[src/rtl/regfile_pkg.sv]
// Shared constants and types for the register-file write scheduler.
package regfile_pkg;

  localparam int DATA_W   = 32;
  localparam int ADDR_W   = 5;
  localparam int NUM_REGS = 2 ** ADDR_W;

  // Hard-wired zero register: never reserved, never written.
  localparam logic [ADDR_W-1:0] ZERO_REG = '0;

  // One writeback request: destination register and the value to store.
  typedef struct packed {
    logic [ADDR_W-1:0] addr;
    logic [DATA_W-1:0] data;
  } wb_req_t;

endpackage

[src/rtl/regfile_write_scheduler_rr_arbiter2.sv]
// Two-way round-robin arbiter. The requester that was not granted last
// wins a tie; a lone valid request is granted at once.
module rr_arbiter2 (
  input  logic clk,
  input  logic rst,
  input  logic valid0,
  input  logic valid1,
  output logic grant0,
  output logic grant1
);

  // 1 means requester 1 was granted most recently, so requester 0 wins a tie.
  logic lastGrant;

  // Grants are combinational from the valids and the pointer; none in reset.
  always_comb begin
    grant0 = rst & valid0 & (~valid1 | lastGrant);
    grant1 = rst & valid1 & (~valid0 | ~lastGrant);
  end

  // Pointer follows the requester that was just granted.
  always_ff @(posedge clk or negedge rst) begin
    if (!rst) begin
      lastGrant <= 1'b1;
    end else if (grant0) begin
      lastGrant <= 1'b0;
    end else if (grant1) begin
      lastGrant <= 1'b1;
    end
  end

endmodule

[src/rtl/regfile_write_scheduler.sv]
// Arbitrates the register file's single write port between the ALU and LSU
// writeback paths and keeps a busy scoreboard of reserved destinations.
//
// Handshake: every valid/ready pair transfers on a rising edge where both are
// high. Ready never depends on data, may rise without valid (resReady) and is
// held low while reset is asserted. A requester keeps its payload stable
// while valid is high and ready is low.
module regfile_write_scheduler
  import regfile_pkg::*;
(
  input  logic                clk,
  input  logic                rst,
  input  logic                resValid,
  input  logic [ADDR_W-1:0]   resAddress,
  output logic                resReady,
  input  logic                req0Valid,
  input  logic [ADDR_W-1:0]   req0Address,
  input  logic [DATA_W-1:0]   req0Data,
  output logic                req0Ready,
  input  logic                req1Valid,
  input  logic [ADDR_W-1:0]   req1Address,
  input  logic [DATA_W-1:0]   req1Data,
  output logic                req1Ready,
  output logic                writeEnable,
  output logic [ADDR_W-1:0]   addressWrite,
  output logic [DATA_W-1:0]   dataWrite,
  input  logic [ADDR_W-1:0]   lookA,
  input  logic [ADDR_W-1:0]   lookB,
  output logic                busyA,
  output logic                busyB,
  output logic [NUM_REGS-1:0] busyVec
);

  logic [NUM_REGS-1:0] busy;
  logic [NUM_REGS-1:0] setVec;
  logic [NUM_REGS-1:0] clearVec;
  logic                grant0;
  logic                grant1;
  logic                anyGrant;
  wb_req_t             granted;

  rr_arbiter2 arb (
    .clk    (clk),
    .rst    (rst),
    .valid0 (req0Valid),
    .valid1 (req1Valid),
    .grant0 (grant0),
    .grant1 (grant1)
  );

  // Select the winning request's payload and drive the ready outputs.
  always_comb begin
    req0Ready    = grant0;
    req1Ready    = grant1;
    anyGrant     = grant0 | grant1;
    granted.addr = grant1 ? req1Address : req0Address;
    granted.data = grant1 ? req1Data    : req0Data;
  end

  // Scoreboard updates: the write leaving the output register clears its
  // address; an accepted reservation sets its address. Clearing the same
  // address frees it for re-reservation in the same cycle.
  always_comb begin
    clearVec = '0;
    if (writeEnable) begin
      clearVec[addressWrite] = 1'b1;
    end
    resReady = rst & ((resAddress == ZERO_REG) | ~busy[resAddress] | clearVec[resAddress]);
    setVec = '0;
    if (resValid && resReady && (resAddress != ZERO_REG)) begin
      setVec[resAddress] = 1'b1;
    end
  end

  // Busy bits: set wins over clear for the same register.
  always_ff @(posedge clk or negedge rst) begin
    if (!rst) begin
      busy <= '0;
    end else begin
      busy <= (busy & ~clearVec) | setVec;
    end
  end

  // Output register towards the register file; writes to r0 are swallowed.
  always_ff @(posedge clk or negedge rst) begin
    if (!rst) begin
      writeEnable  <= 1'b0;
      addressWrite <= '0;
      dataWrite    <= '0;
    end else begin
      writeEnable <= anyGrant && (granted.addr != ZERO_REG);
      if (anyGrant) begin
        addressWrite <= granted.addr;
        dataWrite    <= granted.data;
      end
    end
  end

  // Source-operand lookups; busy[0] is never set so r0 always reads free.
  always_comb begin
    busyA   = busy[lookA];
    busyB   = busy[lookB];
    busyVec = busy;
  end

endmodule

[config.mk]
export PLATFORM = sky130hd
export DESIGN_NAME = regfile_write_scheduler
export DESIGN_NICKNAME = d
export VERILOG_FILES = /design/src/rtl/regfile_pkg.sv /design/src/rtl/regfile_write_scheduler_rr_arbiter2.sv /design/src/rtl/regfile_write_scheduler.sv
export SDC_FILE = /design/constraint.sdc
export NUM_CORES = 1
export LEC_CHECK = 0
export ABC_AREA = 0
export BUFFER_PORTS_ARGS = -buffer_cell sky130_fd_sc_hd__buf_2
export CORE_MARGIN = 8
export CORE_UTILIZATION = 49
export CTS_CLUSTER_SIZE = 24
export DETAILED_ROUTE_END_ITERATION = 7
export PLACE_DENSITY = 0.92
export SETUP_SLACK_MARGIN = 0.15
export SLEW_MARGIN = 10
export SYNTH_ARGS = -nofsm -noshare
export SYNTH_HDL_FRONTEND = slang
export SYNTH_SLANG_ARGS = --single-unit
[constraint.sdc]
create_clock -name clk -period 2.3 [get_ports clk]
set_input_delay 0.115 -clock clk [delete_from_list [all_inputs] [get_ports clk]]
set_output_delay 0.115 -clock clk [all_outputs]
set_load 0.05 [all_outputs]
==> summary.md, run 1 <==
| Metric | Value |
|---|---|
| Status | `finished with violations` |
| Failing checks | `negative setup slack` |
| Critical path arrival | `2.22 ns` |
| Logic pwr share | `0.519` |
| Sequential Power Share | `0.320` |
| FF-to-FF End | `busyVec[14]` |
| P per Cell Area | `1103 nW/um^2` |
| Cells after Synth | `410` |
| Sum Neg Setup Slack | `-0.05416 ns` |
| Fin crit period | `2.335 ns` |
| GRT Max-Usage Layer | `met2` |
| Required @ worst endpoint | `2.18 ns` |
| Die Wd | `109.4 um` |
| CP Capture Type | `primary output` |
| Layout cells sized above 1 | `0.4722` |
| H-tree Lvls | `3` |
| Endpoints failing hold | `0` |
| Syn Std Cell Area | `4270 um^2` |
| RSZ-0062 raised after global routing | `yes` |
| Final core occ | `0.6762` |
| Sequential-to-total area share from yosys stat | `0.4163` |
| Switching pwr | `3105 uW` |
| Non-filler instance count after layout | `702` |
| GRT met3 Usage | `0.08734` |
| Starting Density | `0.4969` |
| Setup Skew | `0.01418 ns` |
| Worst R2R Path Depth | `7` |
| Fmax | `428.3 MHz` |
| Clock transition at path regs | `0.07 ns` |
| Row count | `34` |
| Post-synth cell types | `42` |
| GRT overflow | `0` |
| Ys Warns | `0` |
| WS Path Type | `register to primary output` |
| Relative slew slack | `0.5406` |
| Total number of vias | `4,343` |
| Total power | `6407 uW` |
| DR WL/cell | `22.23 um` |
| Post-DP HPWL | `11,220 um` |
| Number of sinks on the clock net | `71` |
| Initial drt markers | `324` |
| Clock Tree Buf Depth | `2` |
| CTS root buf | `clkbuf_8` |
| Met1 Use GR | `0.2946` |
| Clock share of power | `0.161` |
| Reg2Reg Launch Point | `writeEnable` |
| Worst Hold Depth | `2` |
| Crit start category | `register` |
| Port bufs | `168` |
| Sw Ratio | `0.4847` |
| LEAKAGE | `0.002748 uW` |
| Syn Area/Cell | `10.42 um^2` |
| First-pass GRT wire length | `23,780 um` |
| Placed insts | `662` |
| Antenna Violating Nets Remaining | `0` |
| Hold Crit Class | `primary input to register` |
| RD Place Congestion | `0.9316` |
| 1st-pass router iterations | `5` |
| Hold endpoint | `arb.lastGrant` |
| Post-Route WL | `15,610 um` |
| Final setup viols | `2` |
| Final worst-path cycle share | `1.015` |
| Fin. max-slew vios | `0` |
| Worst reg-to-reg setup slack | `0.19 ns` |
| VDD IR max | `0.0005292 V` |
| Post-Syn Nets | `504` |
| Fin nets | `682` |
| Num CTS Buffers | `9` |
| Pin count of the biggest net entering global routing | `31` |
| Initial antenna violation count | `1` |
| Max-cap violations | `0` |
| Register bit total from synthesis | `71` |
| Gr usage total | `0.2554` |
| Synth-to-layout area growth | `36.07%` |
| Internal | `3302 uW` |
| Remaining DRCs | `0` |
| # IOs | `169` |
| Area of the core | `8593 um^2` |
| Worst hold start | `req0Valid` |
| Worst-Skew Late Latency | `0.35 ns` |
| Critical-path maximum fanout | `4` |
| Overall die height | `109.4 um` |
| Met2 GRT Util | `0.4281` |
| Die area | `11,960 um^2` |
| CTS tree | `yes` |
| Number of global-route vias before repair | `4,524` |
| Via/cell ratio | `6.187` |
| Worst-Margin Slew | `0.6890 ns` |
| Fillers | `636` |
| Setup ws final | `-0.03495 ns` |
## layer usage
metal,up-vias,wire (um)
li1,1910,-
met2,328,7659
met4,0,402
met3,39,2049
met5,-,0
met1,2066,5496
## what timing repair did
action / CTS / global route
endpoints found under the setup margin: 17 / 31
hold buffers: 1 / 0
pin swaps: 5 / 3
hold endpoints to repair: 70 / 0
gates resized for setup: 22 / 26
buffers inserted: 15 / 7
## cell type report
class                   count  area (um^2)  area share
diodes                      1        2.502   0.0004307
well taps                 108        135.1     0.02326
clock inverters             3        42.54    0.007321
inverters                   5        18.77    0.003230
flip-flops and latches     71         1798      0.3094
repair buffers            203         1160      0.1996
clock buffers              13        158.9     0.02735
multi-input cells         298         2495      0.4294
## cells by family (layout without fill, tap and decap cells)
logic type                after synthesis  after routing  synth area share
AOI/OAI and AO/OA                     117            117            0.1717
and+or+nand+nor                       103            103            0.1201
muxes                                  75             75            0.2350
DFF                                    71             71            0.4164
buffers and inverters                  41            224           0.05068
xor gates and xnor gates                3              3          0.006154
other                                   0              1                 0
## flip-flops by register name (all words and copies together), names as in the netlist
register       cells
busyVec           32
dataWrite         32
addressWrite       5
arb.lastGrant      1
writeEnable        1
## synth_stat cells
cell,instances,area share
o41ai_1,15,0.031
mux4_2,20,0.11
or4_1,1,0.0018
clkbuf_1,18,0.016
nor3b_1,1,0.0018
o2111ai_1,1,0.0021
nor3_1,8,0.0094
mux2_2,2,0.0053
nand3_1,8,0.0094
o32ai_1,3,0.0062
o31ai_1,16,0.028
o21ai_0,69,0.081
o21ai_1,1,0.0012
dfstp_2,1,0.0062
a21oi_1,3,0.0035
a41oi_1,1,0.0021
nand2b_1,5,0.0073
buf_2,7,0.0082
buf_1,5,0.0044
o22ai_1,2,0.0029
o41ai_2,1,0.0038
inv_1,4,0.0035
a31oi_1,2,0.0029
buf_12,1,0.0047
nor4b_1,2,0.0041
or3b_2,2,0.0041
and3_1,2,0.0029
nand2_1,47,0.041
mux2i_1,53,0.12
or3_1,3,0.0044
nand3b_1,9,0.016
dfrtp_1,70,0.41
nor2b_1,3,0.0044
nor4_1,5,0.0073
o21a_1,1,0.0018
xnor2_1,1,0.0021
a2111oi_2,1,0.0035
nor2_1,7,0.0062
buf_6,5,0.013
clkinv_1,1,0.00088
a311oi_1,1,0.0021
xor2_1,2,0.0041
## power groups by stage
stage | clock (uW) | sequential, uW | combinational [uW]
3_3_place_gp | 0 | 2040 | 2810
3_5_place_dp | 0 | 2070 | 2890
5_1_grt | 1090 | 2080 | 3500
6_report | 1030 | 2050 | 3330
2_1_floorplan | 0 | 3040 | 1040
4_1_cts | 1040 | 2010 | 3150
## critical path: stages, from the launching register on
cell and delay [ns]:
dfrtp_2 0.45, mux4_2 0.49, mux4_2 0.49, mux2_4 0.30, buf_6 0.16
## placed cells by master, fill, tap and decap left out, drive strengths merged, types with 2 or more instances in the layout
cell | Yosys | layout
and3 | 2 | 2
clkinv | 1 | 2
nor2b | 3 | 3
or3b | 2 | 2
nand3 | 8 | 8
nand2 | 47 | 47
o22ai | 2 | 2
o31ai | 16 | 16
mux2 | 2 | 2
nand2b | 5 | 5
o21ai | 70 | 70
xor2 | 2 | 2
o41ai | 16 | 16
nand3b | 9 | 9
mux2i | 53 | 53
nor4 | 5 | 5
nor3 | 8 | 8
mux4 | 20 | 20
or3 | 3 | 3
a31oi | 2 | 2
o32ai | 3 | 3
buf | 18 | 201
a21oi | 3 | 3
inv | 4 | 4
dfrtp | 70 | 70
nor2 | 7 | 7
nor4b | 2 | 2
clkbuf | 18 | 13
## per-stage QoR
stage / instance area (um^2) / hold slack (ns) / setup slack (ns)
global placement: 5191 / -0.02802 / 0.1055
finish: 5811 / 0.02064 / -0.03495
floorplan: 4298 / -0.1806 / 0.1612
global route: 5811 / 0.01907 / -0.07342
detailed placement: 5191 / -0.03014 / -0.05783
CTS: 5595 / 0.002418 / -0.01573
## worst max path at each step
stage               startpoint           to  slack (ns)  cells after the start
6_report            busyVec[2]        busyB       -0.03                      4
3_5_place_dp     resAddress[1]   busyVec[6]       -0.06                      8
2_1_floorplan  addressWrite[1]     resReady        0.16                      9
4_1_cts             busyVec[2]        busyA       -0.02                      4
3_3_place_gp     resAddress[1]  busyVec[30]        0.11                      8
5_1_grt            busyVec[15]        busyB       -0.07                      4
No activity file was read; power rests on OpenSTA's default activity.
==> run 2, diff against run 1 <==
==> constraint.sdc (replaced) <==
create_clock -name clk -period 2.3 [get_ports clk]
set_input_delay 0.23 -clock clk [delete_from_list [all_inputs] [get_ports clk]]
set_output_delay 0.23 -clock clk [all_outputs]
set_load 0.05 [all_outputs]
==> run 2 against run 1 <==
Against the previous run: the run ends with design-rule violations, negative setup slack left; flip-flop and latch count unchanged; sequential share of layout area decreased by 0.12 points; count of clock-buffer cells in the layout unchanged; hold slack improved by 0.12 ns; combinational power increased by 2%; global-route usage decreased by 1.4 points; die area unchanged; fmax decreased by 4.6%; register-to-register slack got worse by 0.08 ns; critical path type unchanged; highest routed layer unchanged.
==> summary.md, run 2 (same netlist as run 1, synthesis figures left out) <==
| Metric | Value |
|---|---|
| Die area | `11,960 um^2 (unchanged)` |
| H-tree Lvls | `3 (unchanged)` |
| Post-Route WL | `15,610 um (about the same)` |
| Final worst-path cycle share | `1.064 (was 1.015)` |
| Total number of vias | `4,443 (was 4,343)` |
| Num CTS Buffers | `9 (unchanged)` |
| Critical-path maximum fanout | `5 (was 4)` |
| Post-DP HPWL | `11,180 um (was 11,220 um)` |
| Layout cells sized above 1 | `0.4865 (was 0.4722)` |
| RSZ-0062 raised after global routing | `yes (unchanged)` |
| First-pass GRT wire length | `22,640 um (was 23,780 um)` |
| LEAKAGE | `0.002744 uW (was 0.002748 uW)` |
| Initial antenna violation count | `1 (unchanged)` |
| Antenna Violating Nets Remaining | `0 (unchanged)` |
| Number of global-route vias before repair | `4,590 (was 4,524)` |
| Endpoints failing hold | `0 (unchanged)` |
| P per Cell Area | `1100 nW/um^2 (was 1103 nW/um^2)` |
| Required @ worst endpoint | `2.07 ns (was 2.18 ns)` |
| CTS root buf | `clkbuf_8 (unchanged)` |
| Relative slew slack | `0.2918 (was 0.5406)` |
| DR WL/cell | `22.20 um (was 22.23 um)` |
| Placed inst area | `5256 um^2 (was 5191 um^2)` |
| Port bufs | `168 (unchanged)` |
| Setup Skew | `0.01233 ns (was 0.01418 ns)` |
| Final core occ | `0.6792 (was 0.6762)` |
| Overall die height | `109.4 um (unchanged)` |
| Max-cap violations | `0 (unchanged)` |
| Worst reg-to-reg setup slack | `0.11 ns (was 0.19 ns)` |
| Most frequent cells in the layout | `buf_2 (163), o21ai_0 (68), dfrtp_1 (53) (was buf_2 (164), o21ai_0 (68), dfrtp_1 (54))` |
| Die Wd | `109.4 um (unchanged)` |
| CP Capture Type | `primary output (unchanged)` |
| Synth-to-layout area growth | `36.68% (was 36.07%)` |
| Crit start category | `register (unchanged)` |
| Worst-Margin Slew | `1.058 ns (was 0.6890 ns)` |
| Fmax | `408.6 MHz (was 428.3 MHz)` |
| Critical path arrival | `2.22 ns (about the same)` |
| Via/cell ratio | `6.320 (was 6.187)` |
| Hold Crit Class | `primary input to register (unchanged)` |
| Starting Density | `0.4969 (unchanged)` |
| # IOs | `169 (unchanged)` |
| Failing checks | `design-rule violations, negative setup slack (was negative setup slack)` |
| Worst slack, placed | `-0.1863 ns (was -0.05783 ns)` |
| Area of the core | `8593 um^2 (unchanged)` |
| Worst-Skew Late Latency | `0.35 ns (about the same)` |
| Clock Tree Buf Depth | `2 (unchanged)` |
| Fin crit period | `2.447 ns (was 2.335 ns)` |
| VDD IR max | `0.0006250 V (was 0.0005292 V)` |
| Initial drt markers | `346 (was 324)` |
| Pin count of the biggest net entering global routing | `53 (was 31)` |
| Status | `finished with violations (unchanged)` |
| 1st-pass router iterations | `7 (was 5)` |
| CTS tree | `yes (unchanged)` |
| Gr usage total | `0.2415 (was 0.2554)` |
| Sum Neg Setup Slack | `-0.2735 ns (was -0.05416 ns)` |
| Row count | `34 (unchanged)` |
| Clock transition at path regs | `0.08 ns (was 0.07 ns)` |
| GRT overflow | `0 (unchanged)` |
| Commonest non-fill, non-tap cell in the layout | `buf_2 (unchanged)` |
| Remaining DRCs | `1 (was 0)` |
| WS Path Type | `register to primary output (unchanged)` |
| Fin. max-slew vios | `0 (unchanged)` |
| Final setup viols | `2 (unchanged)` |
| Post-layout instance area | `5837 um^2 (was 5811 um^2)` |
| Number of sinks on the clock net | `71 (unchanged)` |
| Setup ws final | `-0.1472 ns (was -0.03495 ns)` |
| RD Place Congestion | `0.9628 (was 0.9316)` |
| Fin nets | `683 (was 682)` |
==> run 2: cell count changes in the layout (fill, tap and decap cells not counted), moves of 2 or more <==
cell and change:
clkbuf_8 -2, o31ai_2 +3, o41ai_2 +5, clkbuf_1 +2, o31ai_1 -3, mux2i_1 -2, o41ai_1 -5
==> run 2: worst max-delay path, stage by stage (launching register included) <==
cell and delay [ns]:
dfrtp_1 0.46, mux4_2 0.50, mux4_2 0.48, mux2_4 0.28, buf_8 0.15
==> run 2: through the flow <==
step,std cells,total power [uW],hold WS (ns)
4_1_cts,695,6116,0.1286
2_1_floorplan,410,4091,-0.06559
6_report,703,6419,0.1372
3_3_place_gp,669,4899,0.09406
3_5_place_dp,669,5020,0.09664
5_1_grt,703,6667,0.1265
==> run 2: path summary, 6_finish.rpt <==
path,startpoint,endpoint,cells after the start
worst min register to register,dataWrite[22],dataWrite[22],2
worst max register to register,busyVec[1],busyVec[22],9
worst min-delay path,req0Valid,arb.lastGrant,2
max in group asynchronous,rst,addressWrite[4],3
min in group asynchronous,rst,dataWrite[22],2
worst max-delay path,busyVec[29],busyA,4
==> run 2: power by group <==
group | total, uW | switching, uW | internal (uW)
clock | 966 | 462 | 504
sequential | 2040 | 441 | 1600
combinational | 3410 | 2220 | 1190
total | 6420 | 3130 | 3290
==> run 2: area by class of cell <==
class / instances / area [um^2]
tap: 108 / 135.1
timing repair buffer: 204 / 1181
clock inverter: 3 / 43.79
inverter: 5 / 18.77
fill: 606 / 2756
multi-input combinational: 298 / 2517
sequential: 71 / 1799
antenna: 1 / 2.502
clock buffer: 13 / 138.9
==> run 2: per-layer routing <==
metal / part of all wire / vias to the layer above / global-route usage
met3: 0.14 / 53 / 0.1061
met4: 0.028 / 0 / 0.1051
li1: - / 1915 / -
met5: 0 / - / 0
met1: 0.35 / 2130 / 0.2707
met2: 0.48 / 345 / 0.3923
==> run 2: repair_timing <==
action	4_1_cts	5_1_grt
hold buffers	1	0
setup endpoints to repair	10	17
resized for setup	15	38
pin swaps	0	12
cloned	0	0
setup buffers	9	7
hold endpoints to repair	5	0
